File: src/rtl/mem_if_pkg.sv
// Shared types and helpers for the data-memory initiator.
// Latency: n/a (types and pure functions only).
// Backpressure: n/a.
package mem_if_pkg;

   localparam logic [1:0] SIZE_B = 2'd0;
   localparam logic [1:0] SIZE_H = 2'd1;
   localparam logic [1:0] SIZE_W = 2'd2;
   localparam logic [1:0] SIZE_D = 2'd3;

   // IDLE must encode as zero so the reset state is the all-zero vector
   typedef enum logic [2:0] {
      ST_IDLE    = 3'd0,
      ST_RD_ADDR = 3'd1,
      ST_RD_WAIT = 3'd2,
      ST_WR_REQ  = 3'd3,
      ST_RESP    = 3'd4
   } state_e;

   // Mask covering the low 8*2^size bits
   function automatic logic [63:0] size_mask(input logic [1:0] size);
      logic [63:0] m;
      case (size)
         SIZE_B:  m = 64'h0000_0000_0000_00FF;
         SIZE_H:  m = 64'h0000_0000_0000_FFFF;
         SIZE_W:  m = 64'h0000_0000_FFFF_FFFF;
         default: m = 64'hFFFF_FFFF_FFFF_FFFF;
      endcase
      return m;
   endfunction

   // True when the address is not a multiple of the access size in bytes
   function automatic logic misaligned(input logic [63:0] addr, input logic [1:0] size);
      logic [63:0] low_mask;
      low_mask = (64'd1 << size) - 64'd1;
      return (addr & low_mask) != 64'd0;
   endfunction

endpackage

File: src/rtl/load_data_extend.sv
// Sign/zero extension of right-justified load data to 64 bits.
// Latency: combinational.
// Backpressure: none; pure function of its inputs.
module load_data_extend
   import mem_if_pkg::*;
(
   input  logic [63:0] data_i,
   input  logic [1:0]  size_i,
   input  logic        signed_i,
   output logic [63:0] result_o
);

   logic [63:0] mask;
   logic        top_bit;

   // Mask to the access width, then fill the upper bits with the field's sign when asked
   always_comb begin
      mask = size_mask(size_i);
      case (size_i)
         SIZE_B:  top_bit = data_i[7];
         SIZE_H:  top_bit = data_i[15];
         SIZE_W:  top_bit = data_i[31];
         default: top_bit = 1'b0;
      endcase
      result_o = data_i & mask;
      if (signed_i && top_bit) begin
         result_o = result_o | ~mask;
      end
   end

endmodule

File: src/rtl/lsu_mem_initiator.sv
// Single-outstanding load/store initiator onto the dRead/dWrite memory channels.
// Latency: load >= 3 cycles, store >= 2 cycles, misaligned 1 cycle from accept to resp_valid.
// Backpressure: req_ready only in IDLE; waits indefinitely on addr/store ready and resp_ready, read data times out.
module lsu_mem_initiator
   import mem_if_pkg::*;
#(
   parameter int TIMEOUT_CYCLES = 64,
   parameter int TAG_W          = 4
) (
   input  logic             clk,
   input  logic             reset,
   input  logic             req_valid,
   output logic             req_ready,
   input  logic             req_is_store,
   input  logic [63:0]      req_address,
   input  logic [1:0]       req_size,
   input  logic             req_signed,
   input  logic [63:0]      req_data,
   input  logic [TAG_W-1:0] req_tag,
   output logic             resp_valid,
   input  logic             resp_ready,
   output logic [63:0]      resp_data,
   output logic             resp_err,
   output logic [TAG_W-1:0] resp_tag,
   output logic             mem_dRead_addressInfo_valid,
   input  logic             mem_dRead_addressInfo_ready,
   output logic [63:0]      mem_dRead_addressInfo_bits_address,
   output logic [1:0]       mem_dRead_addressInfo_bits_size,
   input  logic             mem_dRead_data_valid,
   output logic             mem_dRead_data_ready,
   input  logic [63:0]      mem_dRead_data_bits,
   output logic             mem_dWrite_storeInfo_valid,
   input  logic             mem_dWrite_storeInfo_ready,
   output logic [63:0]      mem_dWrite_storeInfo_bits_addressInfo_address,
   output logic [1:0]       mem_dWrite_storeInfo_bits_addressInfo_size,
   output logic [63:0]      mem_dWrite_storeInfo_bits_data
);

   localparam int               CNT_W    = $clog2(TIMEOUT_CYCLES + 1);
   localparam logic [CNT_W-1:0] CNT_LAST = CNT_W'(TIMEOUT_CYCLES - 1);

   state_e           state_q;
   logic [63:0]      addr_q;
   logic [1:0]       size_q;
   logic             signed_q;
   logic [63:0]      wdata_q;
   logic [TAG_W-1:0] tag_q;
   logic [63:0]      rdata_q;
   logic             err_q;
   logic [CNT_W-1:0] cnt_q;
   logic [CNT_W-1:0] cnt_d;
   logic [63:0]      ext_data;

   load_data_extend u_load_data_extend (
      .data_i   (mem_dRead_data_bits),
      .size_i   (size_q),
      .signed_i (signed_q),
      .result_o (ext_data)
   );

   // Read-wait cycle counter advance
   always_comb begin
      cnt_d = cnt_q + 1'b1;
   end

   // Request FSM; store data is masked at accept so the write channel never sees stray upper bits
   always_ff @(posedge clk) begin
      if (reset) begin
         state_q  <= ST_IDLE;
         addr_q   <= '0;
         size_q   <= '0;
         signed_q <= 1'b0;
         wdata_q  <= '0;
         tag_q    <= '0;
         rdata_q  <= '0;
         err_q    <= 1'b0;
         cnt_q    <= '0;
      end else begin
         case (state_q)
            ST_IDLE: begin
               if (req_valid) begin
                  addr_q   <= req_address;
                  size_q   <= req_size;
                  signed_q <= req_signed;
                  wdata_q  <= req_data & size_mask(req_size);
                  tag_q    <= req_tag;
                  rdata_q  <= '0;
                  err_q    <= 1'b0;
                  if (misaligned(req_address, req_size)) begin
                     err_q   <= 1'b1;
                     state_q <= ST_RESP;
                  end else if (req_is_store) begin
                     state_q <= ST_WR_REQ;
                  end else begin
                     state_q <= ST_RD_ADDR;
                  end
               end
            end
            ST_RD_ADDR: begin
               if (mem_dRead_addressInfo_ready) begin
                  cnt_q   <= '0;
                  state_q <= ST_RD_WAIT;
               end
            end
            ST_RD_WAIT: begin
               // Data arriving on the timeout cycle takes priority over the error
               if (mem_dRead_data_valid) begin
                  rdata_q <= ext_data;
                  err_q   <= 1'b0;
                  state_q <= ST_RESP;
               end else if (cnt_q == CNT_LAST) begin
                  rdata_q <= '0;
                  err_q   <= 1'b1;
                  state_q <= ST_RESP;
               end else begin
                  cnt_q <= cnt_d;
               end
            end
            ST_WR_REQ: begin
               if (mem_dWrite_storeInfo_ready) begin
                  state_q <= ST_RESP;
               end
            end
            ST_RESP: begin
               if (resp_ready) begin
                  state_q <= ST_IDLE;
               end
            end
            default: state_q <= ST_IDLE;
         endcase
      end
   end

   assign req_ready                                    = (state_q == ST_IDLE) && !reset;
   assign resp_valid                                   = (state_q == ST_RESP);
   assign resp_data                                    = rdata_q;
   assign resp_err                                     = err_q;
   assign resp_tag                                     = tag_q;
   assign mem_dRead_addressInfo_valid                  = (state_q == ST_RD_ADDR);
   assign mem_dRead_addressInfo_bits_address           = addr_q;
   assign mem_dRead_addressInfo_bits_size              = size_q;
   assign mem_dRead_data_ready                         = (state_q == ST_RD_WAIT);
   assign mem_dWrite_storeInfo_valid                   = (state_q == ST_WR_REQ);
   assign mem_dWrite_storeInfo_bits_addressInfo_address = addr_q;
   assign mem_dWrite_storeInfo_bits_addressInfo_size    = size_q;
   assign mem_dWrite_storeInfo_bits_data               = wdata_q;

endmodule

File: config.mk
export PLATFORM = sky130hd
export DESIGN_NAME = lsu_mem_initiator
export DESIGN_NICKNAME = d
export VERILOG_FILES = /design/src/rtl/mem_if_pkg.sv /design/src/rtl/load_data_extend.sv /design/src/rtl/lsu_mem_initiator.sv
export SDC_FILE = /design/constraint.sdc
export NUM_CORES = 1
export LEC_CHECK = 0
export ABC_CLOCK_PERIOD_IN_PS = 3300
export BUFFER_PORTS_ARGS = -buffer_cell sky130_fd_sc_hd__clkbuf_2
export CAP_MARGIN = 40
export CORE_AREA = 2 2 188 190
export DETAILED_ROUTE_END_ITERATION = 10
export DIE_AREA = 0 0 190 192
export PLACE_DENSITY = 0.52
export REMOVE_ABC_BUFFERS = 1
export SYNTH_ARGS = -nofsm -noshare
export SYNTH_HDL_FRONTEND = slang
export SYNTH_SLANG_ARGS = --single-unit
File: constraint.sdc
create_clock -name clk -period 3.3 [get_ports clk]
set_clock_uncertainty 0.05 [all_clocks]
set_input_delay 0.495 -clock clk [delete_from_list [all_inputs] [get_ports clk]]
set_output_delay 0.495 -clock clk [all_outputs]
set_load 0.1 [all_outputs]
==> flow_results.xml, run 1 <==
<?xml version="1.0" encoding="UTF-8"?>
<metrics>
  <group name="timing">
    <metric name="timing.slew.headroom" unit="%">48.9</metric>
    <metric name="hold_viol" unit="">0</metric>
    <metric name="max_freq" unit="MHz">406</metric>
    <metric name="slew_at_the_pin_closest_to_its_max_slew_limit" unit="ns">0.759</metric>
    <metric name="final_setup_tns" unit="ns">0</metric>
    <metric name="setup-violations-final" unit="">0</metric>
    <metric name="final.period_utilization" unit="%">74.6</metric>
    <metric name="period_needed" unit="ns">2.46</metric>
    <metric name="slew_viol_final" unit="">0</metric>
    <metric name="hold_worst_slack" unit="ns">0.147</metric>
    <metric name="rsz0062_at_grt" unit="">no</metric>
  </group>
  <group name="drt">
    <metric name="routed-wl-met3" unit="um">2660</metric>
    <metric name="wl_on_met1" unit="um">12300</metric>
    <metric name="1st_iter_drt_viols" unit="">258</metric>
    <metric name="dr.pass1.iters" unit="">4</metric>
    <metric name="wl_met2" unit="um">14200</metric>
    <metric name="drc" unit="">0</metric>
    <metric name="drt-total-wl" unit="um">29900</metric>
    <metric name="via_per_inst" unit="">4.49</metric>
    <metric name="drt_antenna_net_count" unit="">0</metric>
    <metric name="highest-signal-layer" unit="">met4</metric>
    <metric name="routed_wire_length_per_instance" unit="um">16.1</metric>
    <metric name="routed-via-count" unit="">8358</metric>
  </group>
  <group name="clock_network">
    <metric name="clock_sinks" unit="">210</metric>
    <metric name="postCtsSetupBuffers" unit="">0</metric>
    <metric name="cts_htree_levels" unit="">1</metric>
    <metric name="number_of_instances_resized_during_post_cts_repair" unit="">0</metric>
    <metric name="cts_root_buf" unit="">sky130_fd_sc_hd__clkbuf_16</metric>
    <metric name="postCtsHoldBufs" unit="">0</metric>
    <metric name="cts_tree" unit="">built</metric>
    <metric name="cts.reportedPaths.clkPinSlew" unit="ns">0.06</metric>
    <metric name="cts_inserted_buffers" unit="">25</metric>
    <metric name="insertion_delay" unit="ns">0.51</metric>
    <metric name="ctsLongestPathBuffers" unit="">3</metric>
  </group>
  <group name="logic_synthesis">
    <metric name="synth_register_bits" unit="">210</metric>
    <metric name="synth.area.top_cells" unit="">sky130_fd_sc_hd__dfxtp_1 (50%), sky130_fd_sc_hd__nand2_1 (11%), sky130_fd_sc_hd__a21oi_1 (10%), sky130_fd_sc_hd__buf_4 (5.9%), sky130_fd_sc_hd__nand3_1 (3.8%)</metric>
    <metric name="synthCells" unit="">1020</metric>
    <metric name="synth.yosys.seq_area_share" unit="%">50.2</metric>
    <metric name="avgSynthCellArea" unit="um^2">8.22</metric>
    <metric name="ys_warn_count" unit="">0</metric>
    <metric name="ys.flop_type" unit="">sky130_fd_sc_hd__dfxtp_1</metric>
    <metric name="ys_types" unit="">46</metric>
    <metric name="asyncSetResetFlopFracSynth" unit="%">0</metric>
    <metric name="synth.top_cell.area_share" unit="%">50.2</metric>
    <metric name="post_synth_instance_area" unit="um^2">8380</metric>
    <metric name="yosysTopAreaCell" unit="">sky130_fd_sc_hd__dfxtp_1</metric>
    <metric name="synth_enable_flop_cells" unit="">0</metric>
  </group>
  <group name="finish">
    <metric name="antenna_cells" unit="">0</metric>
    <metric name="fin_nets" unit="">1603</metric>
    <metric name="area.growth.synth_to_final" unit="%">36.3</metric>
    <metric name="share_of_layout_cells_above_drive_strength_1" unit="%">38.6</metric>
  </group>
  <group name="worst_setup_path">
    <metric name="slowest_stage" unit="">sky130_fd_sc_hd__clkbuf_2</metric>
    <metric name="timing.critical_path.required" unit="ns">2.75</metric>
    <metric name="cp_slowest_stage_delay" unit="ns">0.53</metric>
    <metric name="worstPathBufferInverterCount" unit="">1</metric>
    <metric name="critical_path_cell_count" unit="">2</metric>
    <metric name="startpoint_types" unit="">flip-flop</metric>
    <metric name="cp-end-kind" unit="">primary output</metric>
    <metric name="timing.critical_path.cells" unit="">nor3b_2 &gt; clkbuf_2</metric>
    <metric name="r2r_end" unit="">mem_dWrite_storeInfo_bits_data[36]</metric>
    <metric name="r2r.worst_path.cells" unit="">5</metric>
    <metric name="critPathTopFamily" unit="">buffers and inverters</metric>
    <metric name="rr_startpoint" unit="">state_q[0]</metric>
    <metric name="r2r_slack" unit="ns">1.09</metric>
    <metric name="worst_setup_path_type" unit="">reg -&gt; out</metric>
    <metric name="worst-endpoint-arrival" unit="ns">1.92</metric>
    <metric name="cp_max_fo" unit="">10</metric>
  </group>
  <group name="die">
    <metric name="design.portCount" unit="">477</metric>
    <metric name="design.core.area" unit="um^2">34300</metric>
    <metric name="row_count" unit="">68</metric>
    <metric name="design.die.area" unit="um^2">36500</metric>
    <metric name="width_of_the_die" unit="um">190</metric>
    <metric name="die_h" unit="um">192</metric>
    <metric name="start_util" unit="%">24.4</metric>
  </group>
  <group name="job">
    <metric name="cap_viol_max_count" unit="">0</metric>
  </group>
  <group name="outcome">
    <metric name="outcome" unit="">finished, final reports clean</metric>
  </group>
  <group name="grt">
    <metric name="grt_usage" unit="%">15.1</metric>
    <metric name="antenna_found_initial" unit="">0</metric>
    <metric name="grt.overflow.total" unit="">0</metric>
    <metric name="grt_pass1_vias" unit="">7841</metric>
    <metric name="global_route_wire_length_before_repair" unit="um">43900</metric>
    <metric name="grt_max_degree" unit="">113</metric>
  </group>
  <group name="placement">
    <metric name="port_buffers" unit="">476</metric>
    <metric name="dp.final_hpwl" unit="um">21700</metric>
    <metric name="gp_routability_congestion" unit="">0.803</metric>
  </group>
  <group name="min_path">
    <metric name="worstHoldEndpoint" unit="">mem_dWrite_storeInfo_bits_data[7]</metric>
    <metric name="min_path_cells" unit="">3</metric>
    <metric name="timing.hold.worst.start" unit="">req_data[7]</metric>
    <metric name="min-delay-path-class" unit="">in -&gt; reg</metric>
  </group>
  <group name="power_and_ir_drop">
    <metric name="largest_voltage_drop_on_the_vdd_net" unit="mV">0.446</metric>
    <metric name="p_per_area" unit="nW/um^2">792</metric>
    <metric name="power.leakage" unit="nW">5.16</metric>
  </group>
</metrics>
placed cells by master, fill, tap and decap left out, types with 10 or more instances in the layout:
master / Yosys / routed
sky130_fd_sc_hd__a21oi_1: 167 / 167
sky130_fd_sc_hd__clkbuf_16: 0 / 25
sky130_fd_sc_hd__clkbuf_2: 0 / 475
sky130_fd_sc_hd__dfxtp_1: 210 / 210
sky130_fd_sc_hd__nand2_1: 248 / 247
sky130_fd_sc_hd__nand3_1: 64 / 64
sky130_fd_sc_hd__nor2_1: 53 / 53
sky130_fd_sc_hd__nor4_1: 11 / 11
sky130_fd_sc_hd__o21ai_0: 25 / 25
sky130_fd_sc_hd__o2bb2ai_1: 22 / 22
sky130_fd_sc_hd__o2bb2ai_2: 10 / 10
how the worst max path moves through the flow:
stage / end / slack, ns / start
floorplan: req_ready / -0.56 / reset
global placement: resp_err / 0.61 / req_address[60]
detailed placement: resp_err / 0.60 / req_address[60]
CTS: mem_dRead_data_ready / 0.79 / state_q[1]
global route: mem_dRead_data_ready / 0.69 / state_q[1]
finish: mem_dRead_data_ready / 0.84 / state_q[1]
where the power goes:
group          internal [mW]  switching [mW]  total (mW)
Sequential              2.74           0.172        2.91
Clock                   1.51            1.04        2.55
Combinational          0.540            3.04        3.58
cells in the mapped netlist, types with 5 or more instances:
library cell	n
sky130_fd_sc_hd__nand2_1	248
sky130_fd_sc_hd__dfxtp_1	210
sky130_fd_sc_hd__a21oi_1	167
sky130_fd_sc_hd__buf_4	66
sky130_fd_sc_hd__nand3_1	64
sky130_fd_sc_hd__clkbuf_1	59
sky130_fd_sc_hd__nor2_1	53
sky130_fd_sc_hd__o21ai_0	25
sky130_fd_sc_hd__o2bb2ai_1	22
sky130_fd_sc_hd__buf_2	11
sky130_fd_sc_hd__nor4_1	11
sky130_fd_sc_hd__o2bb2ai_2	10
sky130_fd_sc_hd__a22oi_1	8
sky130_fd_sc_hd__nor2b_1	6
sky130_fd_sc_hd__buf_6	5
cells by family (layout without fill, tap and decap cells):
logic type      after synthesis  in the layout  synth area share, %
fa+ha+maj                     3              3                0.448
xor+xnor                      4              4                0.418
compound gates              244            244                 17.6
flops                       210            210                 50.2
buf+inv                     147            533                 10.2
mux                           3              3                0.388
simple gates                409            409                 20.9
final cells by class:
class / count / area, um^2
Fill cell: 3725 / 22900
Sequential cell: 210 / 4200
Multi-Input combinational cell: 663 / 3340
Timing Repair Buffer: 489 / 2550
Clock buffer: 36 / 727
Tap cell: 455 / 569
Clock inverter: 4 / 23.8
Inverter: 4 / 15.0
worst register-to-register path, delay by kind of cell, from the launching register on:
| kind | cells | cell delay (ns) |
|---|---|---|
| AO/OA/AOI/OAI | 1 | 0.16 |
| buffers and inverters | 1 | 0.35 |
| flip-flops | 1 | 0.44 |
| AND/OR/NAND/NOR | 3 | 1.15 |
flip-flops by register name, indices dropped and copies added (netlist names), 2 cells and up:
name and count:
mem_dRead_addressInfo_bits_address 64, state_q 3, cnt_q 7, mem_dRead_addressInfo_bits_size 2, mem_dWrite_storeInfo_bits_data 64, resp_data 64
resp_tag 4
layer usage:
layer | track usage (%) | vias up
li1 | - | 4116
met1 | 18.1 | 3856
met2 | 26.1 | 344
met3 | 4.35 | 42
met4 | 4.71 | 0
met5 | 0 | -
stage by stage:
| stage | instance area [um^2] | cells | util (%) | setup slack, ns | total power [mW] |
|---|---|---|---|---|---|
| floorplan | 7550 | 877 | - | -0.558 | 5.76 |
| global placement | 10700 | 1820 | 31.1 | 0.606 | 6.56 |
| detailed placement | 10700 | 1821 | 31.1 | 0.602 | 6.58 |
| CTS | 11400 | 1861 | 33.3 | 0.787 | 9.18 |
| global route | 11400 | 1861 | 33.3 | 0.690 | 9.44 |
| finish | 11400 | 1861 | 33.3 | 0.838 | 9.05 |
(Power assumes the default switching activity.)
==> run 2: changes to the inputs <==
Settings changed: ABC_CLOCK_PERIOD_IN_PS 3300 to 2440.
Clock period 3.3 ns to 2.44 ns, I/O delays scaled along.
==> run 2 against run 1 <==
- first-iteration DRC count is 11% higher
- clock power increased by 50%
- clock-buffer cell count rose by 3
- sequential share of layout area fell by 1.6 points
- critical path depth rose by 1
- sequential cell count did not move
- hold slack got worse by 0.12 ns
- sequential power up 35%
- wire length is 2.1% higher
- core utilization up 1.5 points
- non-clock buffer count is 44 higher
- critical endpoint is now req_ready
- largest power group unchanged
==> flow_results.xml, run 2 (synthesized netlist as in run 1, its figures left out) <==
<?xml version="1.0" encoding="UTF-8"?>
<metrics>
  <group name="clock_network">
    <metric name="clock_sinks" unit="">210</metric>
    <metric name="cts_root_buf" unit="">sky130_fd_sc_hd__clkbuf_16</metric>
    <metric name="cts_inserted_buffers" unit="">25</metric>
    <metric name="insertion_delay" unit="ns">0.51</metric>
    <metric name="cts_tree" unit="">built</metric>
    <metric name="cts_htree_levels" unit="">1</metric>
    <metric name="ctsLongestPathBuffers" unit="">3</metric>
    <metric name="number_of_instances_resized_during_post_cts_repair" unit="">0</metric>
    <metric name="cts.reportedPaths.clkPinSlew" unit="ns">0.06</metric>
    <metric name="postCtsSetupBuffers" unit="">0</metric>
  </group>
  <group name="die">
    <metric name="start_util" unit="%">24.4</metric>
    <metric name="row_count" unit="">68</metric>
    <metric name="design.core.area" unit="um^2">34300</metric>
    <metric name="die_h" unit="um">192</metric>
    <metric name="design.die.area" unit="um^2">36500</metric>
    <metric name="design.portCount" unit="">477</metric>
    <metric name="width_of_the_die" unit="um">190</metric>
  </group>
  <group name="power_and_ir_drop">
    <metric name="power_frac_seq" unit="%">30.8</metric>
    <metric name="p_switching" unit="mW">5.82</metric>
    <metric name="clock_power_share" unit="%">30.0</metric>
    <metric name="overall_power_of_the_completed_layout" unit="mW">12.7</metric>
    <metric name="swShare" unit="%">45.7</metric>
    <metric name="power.leakage" unit="nW">5.41</metric>
    <metric name="largest_voltage_drop_on_the_vdd_net" unit="mV">0.805</metric>
    <metric name="pwr-share-comb" unit="%">39.2</metric>
    <metric name="p_per_area" unit="nW/um^2">1070</metric>
    <metric name="internal_power" unit="mW">6.92</metric>
  </group>
  <group name="drt">
    <metric name="dr.pass1.iters" unit="">4</metric>
    <metric name="drt-total-wl" unit="um">30500</metric>
    <metric name="routed-via-count" unit="">8511</metric>
    <metric name="1st_iter_drt_viols" unit="">286</metric>
    <metric name="via_per_inst" unit="">4.46</metric>
    <metric name="drt_antenna_net_count" unit="">0</metric>
    <metric name="drc" unit="">0</metric>
    <metric name="routed_wire_length_per_instance" unit="um">16.0</metric>
  </group>
  <group name="finish">
    <metric name="finalInstanceArea" unit="um^2">11900</metric>
    <metric name="antenna_cells" unit="">0</metric>
    <metric name="area.growth.synth_to_final" unit="%">42.4</metric>
    <metric name="share_of_layout_cells_above_drive_strength_1" unit="%">38.9</metric>
    <metric name="layout_common_cells" unit="">sky130_fd_sc_hd__clkbuf_2 (475), sky130_fd_sc_hd__nand2_1 (247), sky130_fd_sc_hd__dfxtp_1 (210)</metric>
    <metric name="final_common_cell" unit="">sky130_fd_sc_hd__clkbuf_2</metric>
    <metric name="fin_nets" unit="">1647</metric>
  </group>
  <group name="grt">
    <metric name="grt_max_degree" unit="">123</metric>
    <metric name="grt.met2_usage" unit="%">26.9</metric>
    <metric name="grt.overflow.total" unit="">0</metric>
    <metric name="global_route_layer_with_the_greatest_usage" unit="">met2</metric>
    <metric name="grt_usage" unit="%">15.5</metric>
    <metric name="global_route_wire_length_before_repair" unit="um">45100</metric>
    <metric name="antenna_found_initial" unit="">0</metric>
    <metric name="grt_use_met3" unit="%">4.57</metric>
    <metric name="grt_pass1_vias" unit="">8060</metric>
    <metric name="grt_use_met1" unit="%">18.7</metric>
  </group>
  <group name="placement">
    <metric name="dp.final_hpwl" unit="um">22500</metric>
    <metric name="gp_routability_congestion" unit="">0.789</metric>
    <metric name="area_after_dpl" unit="um^2">10800</metric>
    <metric name="port_buffers" unit="">476</metric>
  </group>
  <group name="worst_setup_path">
    <metric name="slowest_stage" unit="">sky130_fd_sc_hd__clkbuf_2</metric>
    <metric name="cp-end-kind" unit="">primary output</metric>
    <metric name="r2r.worst_path.cells" unit="">7</metric>
    <metric name="timing.critical_path.cells" unit="">buf_4 &gt; nor4_1 &gt; clkbuf_2</metric>
    <metric name="worst-endpoint-arrival" unit="ns">1.91</metric>
    <metric name="cp_slowest_stage_delay" unit="ns">0.53</metric>
    <metric name="worst_setup_path_type" unit="">reg -&gt; out</metric>
    <metric name="cp_max_fo" unit="">7</metric>
    <metric name="timing.critical_path.required" unit="ns">2.02</metric>
    <metric name="startpoint_types" unit="">flip-flop</metric>
  </group>
  <group name="timing">
    <metric name="hold_viol" unit="">0</metric>
    <metric name="period_needed" unit="ns">2.33</metric>
    <metric name="rsz0062_at_grt" unit="">no</metric>
    <metric name="hold_worst_slack" unit="ns">0.0306</metric>
    <metric name="max_freq" unit="MHz">430</metric>
    <metric name="timing.slew.headroom" unit="%">54.0</metric>
    <metric name="slew_viol_final" unit="">0</metric>
    <metric name="final.period_utilization" unit="%">95.3</metric>
    <metric name="setup-violations-final" unit="">0</metric>
    <metric name="slew_at_the_pin_closest_to_its_max_slew_limit" unit="ns">0.690</metric>
  </group>
  <group name="outcome">
    <metric name="outcome" unit="">finished, final reports clean</metric>
  </group>
  <group name="job">
    <metric name="cap_viol_max_count" unit="">0</metric>
  </group>
  <group name="min_path">
    <metric name="min-delay-path-class" unit="">in -&gt; reg</metric>
    <metric name="min_path_cells" unit="">3</metric>
  </group>
</metrics>
run 2: cell count changes in the layout (fill, tap and decap cells not counted), sizes merged:
| cell | change |
|---|---|
| clkinv | -2 |
| buf | +18 |
| bufinv | +2 |
| clkinvlp | +1 |
| dlygate4sd3 | +26 |
| clkbuf | +3 |
run 2: metrics by stage:
stage | setup slack (ns) | std cells | setup TNS, ns | utilization [%]
2_1_floorplan | -1.28 | 877 | -167.66 | -
3_3_place_gp | 0.0631 | 1837 | 0 | 31.5
3_5_place_dp | 0.0629 | 1839 | 0 | 31.6
4_1_cts | 0.102 | 1909 | 0 | 34.8
5_1_grt | 0.0608 | 1909 | 0 | 34.8
6_report | 0.115 | 1909 | 0 | 34.8
run 2: power groups by stage:
stage	Combinational, mW	Clock [mW]	Sequential, mW
floorplan	0.933	0	6.86
global placement	4.99	0	3.99
detailed placement	4.99	0	4.00
CTS	5.04	3.94	3.93
global route	5.22	4.08	3.96
finish	5.00	3.82	3.93
run 2: worst paths after layout:
check	start	endpoint	slack, ns
worst max-delay path	state_q[0]	req_ready	0.11
worst min-delay path	req_tag[2]	resp_tag[2]	0.03
worst max register to register	cnt_q[0]	resp_data[0]	0.33
worst min register to register	cnt_q[6]	cnt_q[6]	0.39
run 2: layer usage:
| layer | routed length, um | vias to the layer above |
|---|---|---|
| met5 | 0 | - |
| met4 | 599 | 0 |
| met3 | 2670 | 43 |
| met2 | 14700 | 327 |
| met1 | 12600 | 3933 |
| li1 | - | 4208 |
run 2: what timing repair did:
item                                    CTS  global route
endpoints found under the setup margin    0             0
hold endpoints to repair                 26             0
hold buffers                             26             0
run 2: worst max-delay path: cells and delay by family, from the launching register on:
kind / cells / cell delay, ns
AND/OR/NAND/NOR: 1 / 0.30
flip-flops: 1 / 0.37
buffers and inverters: 2 / 0.71
run 2: cell type report:
| class | count | area [um^2] |
|---|---|---|
| clock buffer | 39 | 778 |
| clock inverter | 5 | 77.6 |
| fill | 3665 | 22400 |
| inverter | 4 | 15.0 |
| multi-input combinational | 663 | 3340 |
| sequential | 210 | 4200 |
| tap | 455 | 569 |
| timing repair buffer | 533 | 2960 |
==> run 3: changes to the inputs <==
Settings changed: CTS_BUF_LIST from default to sky130_fd_sc_hd__clkbuf_2 sky130_fd_sc_hd__clkbuf_4 sky130_fd_sc_hd__clkbuf_8.
==> run 3 against run 2 <==
- sequential power about the same
- register-to-register slack is essentially flat
- sequential cell count unchanged
- non-clock buffer count grew 98
- first-iteration DRC count down 0.70%
- wire length grew 1.4%
- critical path depth did not move
- largest cell class unchanged
- cell count increased by 6.2%
==> flow_results.xml, run 3 (synthesized netlist as in run 1, its figures left out) <==
<?xml version="1.0" encoding="UTF-8"?>
<metrics>
  <group name="power_and_ir_drop">
    <metric name="power_frac_seq" unit="%">31.3</metric>
    <metric name="clock_power_share" unit="%">28.0</metric>
    <metric name="internal_power" unit="mW">6.74</metric>
    <metric name="p_per_area" unit="nW/um^2">976</metric>
    <metric name="power.leakage" unit="nW">5.83</metric>
    <metric name="pwr-share-comb" unit="%">40.8</metric>
    <metric name="largest_voltage_drop_on_the_vdd_net" unit="mV">0.575</metric>
    <metric name="swShare" unit="%">46.3</metric>
    <metric name="overall_power_of_the_completed_layout" unit="mW">12.6</metric>
    <metric name="p_switching" unit="mW">5.82</metric>
  </group>
  <group name="drt">
    <metric name="dr.pass1.iters" unit="">4</metric>
    <metric name="drt_antenna_net_count" unit="">0</metric>
    <metric name="via_per_inst" unit="">4.39</metric>
    <metric name="routed-via-count" unit="">8907</metric>
    <metric name="1st_iter_drt_viols" unit="">284</metric>
    <metric name="drt-total-wl" unit="um">30900</metric>
    <metric name="drc" unit="">0</metric>
    <metric name="routed_wire_length_per_instance" unit="um">15.3</metric>
  </group>
  <group name="worst_setup_path">
    <metric name="timing.critical_path.required" unit="ns">2.02</metric>
    <metric name="worst_setup_path_type" unit="">reg -&gt; out</metric>
    <metric name="r2r.worst_path.cells" unit="">7</metric>
    <metric name="timing.critical_path.from" unit="">state_q[0]</metric>
    <metric name="worstPathBufferInverterCount" unit="">2</metric>
    <metric name="r2r_slack" unit="ns">0.32</metric>
    <metric name="critical_path_cell_count" unit="">3</metric>
    <metric name="critPathTopFamily" unit="">buffers and inverters</metric>
    <metric name="worst-endpoint-arrival" unit="ns">1.90</metric>
    <metric name="r2r_end" unit="">resp_data[0]</metric>
    <metric name="startpoint_types" unit="">flip-flop</metric>
    <metric name="cp_max_fo" unit="">7</metric>
    <metric name="cp_slowest_stage_delay" unit="ns">0.53</metric>
    <metric name="slowest_stage" unit="">sky130_fd_sc_hd__clkbuf_2</metric>
    <metric name="timing.critical_path.cells" unit="">buf_4 &gt; nor4_1 &gt; clkbuf_2</metric>
    <metric name="rr_startpoint" unit="">cnt_q[0]</metric>
    <metric name="critPathCapture" unit="">req_ready</metric>
    <metric name="cp-end-kind" unit="">primary output</metric>
  </group>
  <group name="grt">
    <metric name="grt_pass1_vias" unit="">8642</metric>
    <metric name="antenna_found_initial" unit="">0</metric>
    <metric name="grt_usage" unit="%">16.0</metric>
    <metric name="grt_max_degree" unit="">123</metric>
    <metric name="global_route_wire_length_before_repair" unit="um">46400</metric>
    <metric name="grt.overflow.total" unit="">0</metric>
  </group>
  <group name="finish">
    <metric name="antenna_cells" unit="">0</metric>
    <metric name="fin_nets" unit="">1758</metric>
    <metric name="share_of_layout_cells_above_drive_strength_1" unit="%">37.5</metric>
    <metric name="postLayoutCoreUtil" unit="%">37.5</metric>
    <metric name="storage_cell_area" unit="um^2">4200</metric>
    <metric name="area.growth.synth_to_final" unit="%">53.5</metric>
    <metric name="final_common_cell" unit="">sky130_fd_sc_hd__clkbuf_2</metric>
    <metric name="finalInstanceArea" unit="um^2">12900</metric>
    <metric name="fillerInstances" unit="">3562</metric>
    <metric name="layoutNonFillerInstCount" unit="">2027</metric>
    <metric name="layout_common_cells" unit="">sky130_fd_sc_hd__clkbuf_2 (475), sky130_fd_sc_hd__nand2_1 (247), sky130_fd_sc_hd__dfxtp_1 (210)</metric>
    <metric name="multi_input_area" unit="um^2">3340</metric>
  </group>
  <group name="timing">
    <metric name="finalWorstSetupSlack" unit="ns">0.124</metric>
    <metric name="hold_worst_slack" unit="ns">0.0421</metric>
    <metric name="final.period_utilization" unit="%">94.9</metric>
    <metric name="max_freq" unit="MHz">432</metric>
    <metric name="timing.slew.headroom" unit="%">56.1</metric>
    <metric name="rsz0062_at_grt" unit="">no</metric>
    <metric name="final_setup_tns" unit="ns">0</metric>
    <metric name="slew_at_the_pin_closest_to_its_max_slew_limit" unit="ns">0.658</metric>
    <metric name="hold_viol" unit="">0</metric>
    <metric name="setup-violations-final" unit="">0</metric>
    <metric name="slew_viol_final" unit="">0</metric>
    <metric name="period_needed" unit="ns">2.32</metric>
  </group>
  <group name="placement">
    <metric name="area_after_dpl" unit="um^2">10800</metric>
    <metric name="cell_count_after_placement" unit="">1839</metric>
    <metric name="gp_routability_congestion" unit="">0.789</metric>
    <metric name="dp.final_hpwl" unit="um">22500</metric>
    <metric name="worst_setup_slack_before_clock_tree_synthesis" unit="ns">0.0629</metric>
    <metric name="port_buffers" unit="">476</metric>
  </group>
  <group name="die">
    <metric name="width_of_the_die" unit="um">190</metric>
    <metric name="design.die.area" unit="um^2">36500</metric>
    <metric name="start_util" unit="%">24.4</metric>
    <metric name="row_count" unit="">68</metric>
    <metric name="die_h" unit="um">192</metric>
    <metric name="design.portCount" unit="">477</metric>
    <metric name="design.core.area" unit="um^2">34300</metric>
  </group>
  <group name="clock_network">
    <metric name="insertion_delay" unit="ns">0.53</metric>
    <metric name="cts_inserted_buffers" unit="">38</metric>
    <metric name="clock_sinks" unit="">210</metric>
    <metric name="cts_tree" unit="">built</metric>
    <metric name="ctsLongestPathBuffers" unit="">3</metric>
    <metric name="cts_root_buf" unit="">sky130_fd_sc_hd__clkbuf_8</metric>
    <metric name="cts.reportedPaths.clkPinSlew" unit="ns">0.06</metric>
    <metric name="cts_htree_levels" unit="">2</metric>
  </group>
  <group name="outcome">
    <metric name="outcome" unit="">finished, final reports clean</metric>
  </group>
  <group name="min_path">
    <metric name="min-delay-path-class" unit="">in -&gt; reg</metric>
  </group>
  <group name="job">
    <metric name="cap_viol_max_count" unit="">0</metric>
  </group>
</metrics>
-- run 3: changes by cell type in the layout (fill, tap and decap cells not counted), sizes merged --
cell         delta
dlygate4sd3    +98
clkinvlp        -1
clkbuf         +21
-- run 3: worst min path at each step --
| stage | start | endpoint | slack [ns] | cells past startpoint |
|---|---|---|---|---|
| 6_report | req_data[50] | mem_dWrite_storeInfo_bits_data[50] | 0.04 | 3 |
| 2_1_floorplan | cnt_q[6] | cnt_q[6] | 0.36 | 2 |
| 5_1_grt | req_address[12] | mem_dRead_addressInfo_bits_address[12] | 0.01 | 3 |
| 4_1_cts | req_data[22] | mem_dWrite_storeInfo_bits_data[22] | 0.00005 | 3 |
| 3_3_place_gp | cnt_q[6] | cnt_q[6] | 0.37 | 2 |
| 3_5_place_dp | cnt_q[6] | cnt_q[6] | 0.38 | 2 |
-- run 3: tightest hold or removal path, stage by stage --
cell and delay, ns:
sky130_fd_sc_hd__clkbuf_2 0.09, sky130_fd_sc_hd__nand3_1 0.06, sky130_fd_sc_hd__a21oi_1 0.06
-- run 3: layout make-up --
type	instances	area share [%]
Sequential cell	210	32.7
Timing Repair Buffer	631	30.6
Multi-Input combinational cell	663	25.9
Clock buffer	60	5.69
Tap cell	455	4.43
Clock inverter	4	0.545
Inverter	4	0.117
-- run 3: power groups by stage --
stage          clock network (mW)  registers [mW]  logic, mW
2_1_floorplan                   0            6.86      0.933
3_3_place_gp                    0            3.99       4.99
3_5_place_dp                    0            4.00       4.99
4_1_cts                      3.65            3.93       5.16
5_1_grt                      3.80            3.96       5.35
6_report                     3.51            3.93       5.12
-- run 3: layer usage --
metal | global-route usage, % | vias to the layer above | share of wire, %
li1 | - | 4430 | -
met1 | 18.8 | 4070 | 41
met2 | 27.8 | 363 | 48
met3 | 5.12 | 44 | 8.5
met4 | 4.86 | 0 | 2.0
met5 | 0 | - | 0
-- run 3: what timing repair did --
action                                  CTS  global route
hold buffers                            124             0
buffers inserted                          0             0
gates resized for setup                   0             0
endpoints found under the setup margin    0             0
endpoints found under the hold margin   124             0
